**src/rtl/alu_decoder.sv**
```systemverilog
// alu_decoder: RV32I OP/OP-IMM decoder behind a 2-entry skid buffer.
// Define ALU_DECODER_SHAMT_CHECK_EN to flag bad shift-immediate funct7.
module alu_decoder #(
  parameter int PASS_ILLEGAL = 1
) (
  input  logic        clk,
  input  logic        rst_n,
  input  logic        in_valid,
  output logic        in_ready,
  input  logic [31:0] in_instr,
  output logic        out_valid,
  input  logic        out_ready,
  output logic [2:0]  out_func3,
  output logic        out_subsra,
  output logic [4:0]  out_rs1,
  output logic [4:0]  out_rs2,
  output logic [4:0]  out_rd,
  output logic [31:0] out_imm,
  output logic        out_use_imm,
  output logic        out_illegal,
  output logic [7:0]  illegal_cnt
);

  typedef struct packed {
    logic [2:0]  func3;
    logic        subsra;
    logic [4:0]  rs1;
    logic [4:0]  rs2;
    logic [4:0]  rd;
    logic [31:0] imm;
    logic        use_imm;
    logic        illegal;
  } dec_t;

  dec_t       dec;
  dec_t       out_q, out_d;
  dec_t       skid_q, skid_d;
  logic       out_valid_q, out_valid_d;
  logic       skid_valid_q, skid_valid_d;
  logic       in_ready_q, in_ready_d;
  logic [7:0] cnt_q, cnt_d;

  logic [6:0] opcode;
  logic [6:0] funct7;
  logic [2:0] f3;
  logic       is_op;
  logic       is_opi;
  logic       op_ok;
  logic       shamt_bad;
  logic       accept;
  logic       enq;
  logic       drain;

  assign opcode = in_instr[6:0];
  assign funct7 = in_instr[31:25];
  assign f3     = in_instr[14:12];
  assign is_op  = (opcode == 7'b0110011);
  assign is_opi = (opcode == 7'b0010011);

  assign op_ok = (funct7 == 7'b0000000)
    || ((funct7 == 7'b0100000)
        && ((f3 == 3'b000) || (f3 == 3'b101)));

`ifdef ALU_DECODER_SHAMT_CHECK_EN
  assign shamt_bad =
    ((f3 == 3'b001) && (funct7 != 7'b0000000))
    || ((f3 == 3'b101)
        && (funct7 != 7'b0000000)
        && (funct7 != 7'b0100000));
`else
  assign shamt_bad = 1'b0;
`endif

  // Decode the offered word into an ALU command.
  always_comb begin
    dec         = '0;
    dec.rs1     = in_instr[19:15];
    dec.rs2     = in_instr[24:20];
    dec.rd      = in_instr[11:7];
    dec.illegal = 1'b1;
    unique case (1'b1)
      is_op: begin
        dec.func3   = f3;
        dec.subsra  = in_instr[30];
        dec.illegal = !op_ok;
      end
      is_opi: begin
        dec.func3   = f3;
        dec.use_imm = 1'b1;
        dec.rs2     = 5'd0;
        dec.illegal = shamt_bad;
        if (f3 == 3'b001 || f3 == 3'b101) begin
          dec.imm    = {27'd0, in_instr[24:20]};
          dec.subsra = (f3 == 3'b101) && in_instr[30];
        end else begin
          dec.imm = {{20{in_instr[31]}}, in_instr[31:20]};
        end
      end
      default: ;
    endcase
  end

  assign accept = in_valid && in_ready_q;
  assign enq    = accept
    && (!dec.illegal || (PASS_ILLEGAL != 0));
  assign drain  = out_valid_q && out_ready;

  // Skid buffer next state: EMPTY / ONE / FULL.
  always_comb begin
    out_d        = out_q;
    skid_d       = skid_q;
    out_valid_d  = out_valid_q;
    skid_valid_d = skid_valid_q;
    if (!out_valid_q) begin
      if (enq) begin
        out_d       = dec;
        out_valid_d = 1'b1;
      end
    end else if (skid_valid_q) begin
      if (drain) begin
        out_d        = skid_q;
        skid_valid_d = 1'b0;
      end
    end else begin
      if (drain && enq) begin
        out_d = dec;
      end else if (drain) begin
        out_valid_d = 1'b0;
      end else if (enq) begin
        skid_d       = dec;
        skid_valid_d = 1'b1;
      end
    end
    in_ready_d = !skid_valid_d;
  end

  // Saturating count of accepted illegal words.
  always_comb begin
    cnt_d = cnt_q;
    if (accept && dec.illegal && (cnt_q != 8'hFF)) begin
      cnt_d = cnt_q + 8'd1;
    end
  end

  // State registers; reset empties both entries.
  always_ff @(posedge clk or negedge rst_n) begin
    if (!rst_n) begin
      out_q        <= '0;
      skid_q       <= '0;
      out_valid_q  <= 1'b0;
      skid_valid_q <= 1'b0;
      in_ready_q   <= 1'b1;
      cnt_q        <= 8'd0;
    end else begin
      out_q        <= out_d;
      skid_q       <= skid_d;
      out_valid_q  <= out_valid_d;
      skid_valid_q <= skid_valid_d;
      in_ready_q   <= in_ready_d;
      cnt_q        <= cnt_d;
    end
  end

  assign in_ready    = in_ready_q;
  assign out_valid   = out_valid_q;
  assign out_func3   = out_q.func3;
  assign out_subsra  = out_q.subsra;
  assign out_rs1     = out_q.rs1;
  assign out_rs2     = out_q.rs2;
  assign out_rd      = out_q.rd;
  assign out_imm     = out_q.imm;
  assign out_use_imm = out_q.use_imm;
  assign out_illegal = out_q.illegal;
  assign illegal_cnt = cnt_q;

endmodule
```
**config.mk**
```make
export PLATFORM = sky130hd
export DESIGN_NAME = alu_decoder
export DESIGN_NICKNAME = d
export VERILOG_FILES = /design/src/rtl/alu_decoder.sv
export SDC_FILE = /design/constraint.sdc
export NUM_CORES = 1
export LEC_CHECK = 0
export CAP_MARGIN = 20
export CORE_MARGIN = 4
export CORE_UTILIZATION = 45
export DETAILED_ROUTE_END_ITERATION = 10
export PLACE_DENSITY = 0.82
export SLEW_MARGIN = 10
export SYNTH_ARGS = -nofsm -noshare
export SYNTH_HDL_FRONTEND = slang
export SYNTH_SLANG_ARGS = --single-unit
```
**constraint.sdc**
```tcl
create_clock -name clk -period 2.15 [get_ports clk]
set_input_delay 0.43 -clock clk [delete_from_list [all_inputs] [get_ports clk]]
set_output_delay 0.43 -clock clk [all_outputs]
set_load 0.005 [all_outputs]
```
# Word-level counts from Yosys, hierarchy flattened
# Cells that the tools add are included.
totals:
  rom_bits: 0
  register_bits: 117
  memories: 0
  latchBits: 0
  mem_bits_rw: 0
  out_inout_bits: 63
op_classes:
  eq_ne: 8
  mul: 0
  magnitude_cmp: 0
  n_addsub: 1
  bitwise: 3
  shifts: 0
  n_div: 0
  mux: 20
  n_reduce_logical: 17
op_table:
  columns: ["operator", "n"]
  rows:
  - ["two-way mux 53 bit", 5]
  - ["two-way mux 33 bit", 1]
  - ["two-way mux 32 bit", 1]
  - ["== test 7 x 6 -> 1 bit (second input constant)", 2]
  - ["two-way mux 1 bit", 10]
  - ["adder 8 x 1 -> 8 bit (second input constant)", 1]
  - ["inequality test 8 bit (second input constant)", 1]
  - ["case mux 4 bit (2 select lines)", 1]
  - ["== test 7 x 5 -> 1 bit (second input constant)", 1]
  - ["logical AND 1 bit", 7]
  - ["zero test 7 bit", 1]
  - ["two-way mux 5 bit", 1]
  - ["AND reduction 5 bit", 1]
  - ["== test 3 x 1 -> 1 bit (second input constant)", 1]
  - ["== test 3 bit (second input constant)", 1]
  - ["zero test 3 bit", 1]
  - ["logical OR 1 bit", 3]
  - ["inequality test 3 x 1 -> 1 bit (second input constant)", 1]
  - ["inequality test 3 x 2 -> 1 bit (second input constant)", 1]
  - ["NOT 1 bit", 3]
  - ["AND reduction 3 bit", 1]
  - ["zero test 1 bit", 2]
  - ["case mux 1 bit (2 select lines)", 1]
  - ["nonzero test 2 bit", 1]

# Logic depth before layout (Yosys ltp)
logic_depth:
  word_depth: 9
  depth_mapped: 6

# Worst setup path after synthesis
# OpenSTA, ideal clock, no wires.
synth_path:
  kind: "input to register"
  start: "input port in_instr[27]"
  end: "register cnt_q[7], in the netlist illegal_cnt[7]"
  path_slack_ns: 0.343
  required_ns: 2.023
  setup_ns: 0.127
  arrival_time_ns: 1.679
  stages: 5
  cell_sequence: "or4_4 -> nor3_4 -> a31oi_4 -> nand4_2 -> mux2_1"
synth_between:
  elab_chain_len: 7
  elab_cells_between_ends: 8
  classes_between: "1 x eq/ne; 1 x mux; 6 x reduce/logical"
synth_rtl:
  columns: ["element", "line", "rtl"]
  rows:
  - ["start: declaration", "10", "input logic [31:0] in_instr,"]
  - ["== test 7 x 6 -> 1 bit", "61", "|| ((funct7 == 7'b0100000)"]
  - ["logical AND 1 bit", "62", "&& ((f3 == 3'b000) || (f3 == 3'b101)));"]
  - ["logical OR 1 bit (*)", "61", null]
  - ["zero test 1 bit (*)", "85", "dec.illegal = !op_ok;"]
  - ["case mux 1 bit (2 select lines) (*)", "81", "unique case (1'b1)"]
  - ["logical AND 1 bit (*) (2 in series)", "140", "if (accept && dec.illegal && (cnt_q != 8'hFF)) begin"]
  - ["end signal: assignment", "160", "cnt_q <= cnt_d;"]
  - ["end: declaration", "41", "logic [7:0] cnt_q, cnt_d;"]
# Every way passes the cells marked *; elsewhere a longest branch is shown, timed or not.
# A chain may end at the register's enable or synchronous reset.

# Final worst setup path
# Ends and elaborated chain as after synthesis.

==> results.txt <==
The run finished with clean final reports. In the final layout, the multi-input gates occupy 1410 um2. The overall track demand over capacity in global routing is 18.6%. The worst slew margin relative to its limit is 69.7%. TritonCTS built the clock tree.

Across the whole layout, storage elements account for 1930 um2. The number of instances in the synthesized netlist came out at 382. The clock-pin slew on the worst setup and hold paths is 0.08 ns. The initial cell density of the core came out at 46.4%. The post-CTS setup buffer count is 0. The total clock buffers created by CTS is 9. The per-cell via count in the routed design came out at 5.19.

Synthesis produced a netlist with a net count of 419. The count of different cell masters after synthesis is 37. The worst reg2reg path startpoint is in_ready. The sequential fraction of the synthesis area is 53.5%. The number of warnings issued by yosys came out at 0. The die is 97.5 um wide. The final net count is 501. The flop-to-flop setup slack came out at 0.58 ns.

The worst voltage drop across the vdd grid is 0.506 mV. The hold buffer count at CTS came out at 0. For this design, the sink count on the clock tree is 77. The placed cell count came out at 555. The end of the worst register-to-register path is illegal_cnt[7]. Compared with the post-synthesis result, the final layout area differs by 34.6%. The async set-reset flop share out of synthesis came out at 100%.

The initial antenna violation count came out at 0. The kind of end point of the critical path is a register. The number of levels the H-tree was split into came out at 3.

Among cell families on the critical path, the largest total delay comes from simple AND/OR/NAND/NOR gates. Counting the fill cells in the layout gives 631. The data arrival time at the worst-slack endpoint is 2.24 ns. The starting DRC count in detailed routing is 154. The die covers 9510 um2.

The number of detailed-routing iterations run before antenna repair is 4. The final routed wire length divided by cell count is 15.2 um. The peak per-stage delay on the critical path came out at 0.57 ns. The signal on the critical path passes through clkdlybuf4s50_1 > or4_4 > nor3_4 > a31oi_4 > nand4_2 > mux2_1.

Setup repair after global routing left no endpoint under its margin. Summing every instance area after synthesis gives 3610 um2. The placeable core area is 7770 um2. The largest driver fanout on the critical path is 8. The die span in y is 97.5 um.

Dividing the final minimum period by the clock period gives 94.0%. Across the run, the number of max-cap violations was 0. STA classifies the critical path startpoint as an input port.

Summed over all cells, the static leakage comes to 2.01 nW. 0 antenna diodes ended up in the layout. The count of buffers from port buffering came out at 98.

Overall power consumption after layout is estimated at 0.00628 W. The detailed placement HPWL came out at 5.90 mm. The mean instance size in the synthesized netlist is 9.44 um2. The synthesized flop and latch total came out at 77. The buffer depth of the longest clock path came out at 2. Among all flip-flop cells after synthesis, the most frequent one is dfrtp_1. The worst clock skew came out at 0.0115 ns. The routability congestion estimate came out at 0.752. The number of ports placed on the die boundary is 99. The class of the most critical hold timing path is in2async. The shortest period the worst path allows came out at 2.02 ns.

After detailed routing, the number of remaining DRC violations is 0. The post-route non-filler standard cell count came out at 571. The worst-margin pin slew came out at 0.454 ns.

Post-CTS repair changed the size of 0 cells. Clock tree synthesis selected as its root buffer the cell clkbuf_8. The clock latency at the later pin of the worst-skew pair came out at 0.34 ns. The wire length of the first global-routing pass is 14.5 mm.

The top achievable clock speed is 495 MHz. The endpoint required time on the critical path came out at 2.37 ns. The total via count in the routed design came out at 2,961. The synthesized design contains 0 enable-type register cells. The number of rows created at floorplan is 32. The final global-route overflow total is 0. On the critical path, the stage with the largest delay is an instance of or4_4. The remaining number of nets flagged by the antenna check after routing came out at 0. The number of pins exceeding their max-slew limit in the final report is 0.

In the final layout, the share of cells above drive strength 1 is 11.9%. Counting both buffers and inverters, the worst setup path holds a total of 1. By startpoint and endpoint, the worst setup path is classified as in2reg.

Cells fill 62.5% of the core in the end. The final count of hold timing violations is 0. The worst reg2reg path depth is 4. Summed over all layers, the routed wires come to 8.66 mm. The power density over cell area is 1290 nW/um2. The number of setup violations in the final report came out at 0. The pin count of the biggest net entering global routing is 67. The number of global-route vias before repair is 3,019.
## power by group
group	internal, W	total [W]	switching (W)	leakage [nW]
logic	0.00155	0.00273	0.00118	0.961
registers	0.00201	0.00237	0.000364	0.949
clock network	0.000652	0.00118	0.000527	0.0985
## worst reg2reg max path, stage by stage (launching register included)
cell,delay [ns]
dfstp_2,0.54
and2_1,0.23
and3_1,0.24
nand4_2,0.12
mux2_1,0.33
## placed cells by master, fill, tap and decap left out, drive strengths merged, types with 2 or more instances in the layout
cell           Yosys  final
nand3             25     25
o21ai             25     25
inv                4      4
xnor2              4      4
nand2b             2      2
mux2              13     13
and3               3      3
bufinv             0      2
xor2               3      3
nand2             90     90
a31oi             32     32
nor2              35     35
dfrtp             76     76
clkbuf            14     10
and2               3      3
nand4              5      5
buf               30     18
clkdlybuf4s50      0     97
a21oi              4      4
clkinvlp           0      3
nor2b              3      3
## synthesized netlist by cell type, types with 2 or more instances
cell type / number / share of area, %
a31oi_1: 31 / 5.4
a21oi_1: 4 / 0.55
buf_4: 21 / 4.4
clkbuf_1: 14 / 1.5
nor2b_1: 3 / 0.52
o21ai_0: 25 / 3.5
nand2b_1: 2 / 0.35
nor2_1: 34 / 3.5
nand2_1: 90 / 9.4
xor2_1: 3 / 0.73
dfrtp_1: 76 / 53
inv_1: 4 / 0.42
nand4_1: 4 / 0.69
nand3_1: 24 / 3.3
xnor2_1: 4 / 0.97
and2_1: 3 / 0.52
and3_1: 3 / 0.52
mux2_2: 11 / 3.4
buf_2: 8 / 1.1
## metal layers
metal	share of wire, %	vias to the layer above	global-route usage (%)
met3	5.6	7	4.16
met2	50	99	31.7
li1	-	1433	-
met1	43	1422	23.1
met4	0.87	0	6.92
met5	0	-	0
## layout make-up
class / instances / area share (%)
Sequential cell: 77 / 39.7
Inverter: 4 / 0.309
Multi-Input combinational cell: 257 / 29.1
Clock inverter: 6 / 1.80
Clock buffer: 10 / 2.63
Timing Repair Buffer: 115 / 23.8
Tap cell: 102 / 2.63
## registers in the layout, indices dropped and copies added (netlist names)
name,count
out_use_imm,1
in_ready,1
out_imm,12
skid_q,33
skid_valid_q,1
out_func3,3
out_rs1,5
out_rd,5
out_illegal,1
out_subsra,1
illegal_cnt,8
out_valid,1
out_rs2,5
## how the worst max path moves through the flow
stage / startpoint / endpoint / slack, ns / cells past startpoint
global route: in_instr[27] / illegal_cnt[7] / 0.06 / 6
floorplan: in_instr[27] / illegal_cnt[7] / 0.34 / 5
detailed placement: in_instr[27] / illegal_cnt[7] / -0.21 / 6
finish: in_instr[27] / illegal_cnt[7] / 0.13 / 6
global placement: in_instr[27] / illegal_cnt[7] / -0.18 / 6
CTS: in_instr[27] / illegal_cnt[7] / 0.14 / 6
## stage by stage
step           setup TNS (ns)  area (um2)  hold slack, ns  setup WS, ns
3_5_place_dp            -1.00        4640           0.407        -0.214
2_1_floorplan               0        3610           0.134         0.343
4_1_cts                     0        4860          0.0274         0.145
5_1_grt                     0        4860          0.0383        0.0647
6_report                    0        4860          0.0198         0.129
3_3_place_gp           -0.723        4640           0.402        -0.175
## logic make-up after synthesis
family | synth area share (%)
muxes | 4.16
adders and majority gates | 0.347
DFF | 53.5
AOI/OAI and AO/OA | 10.4
buffers and inverters | 7.67
xor gates and xnor gates | 1.70
and+or+nand+nor | 22.3
Note: power is estimated with default switching activity, not from simulation.
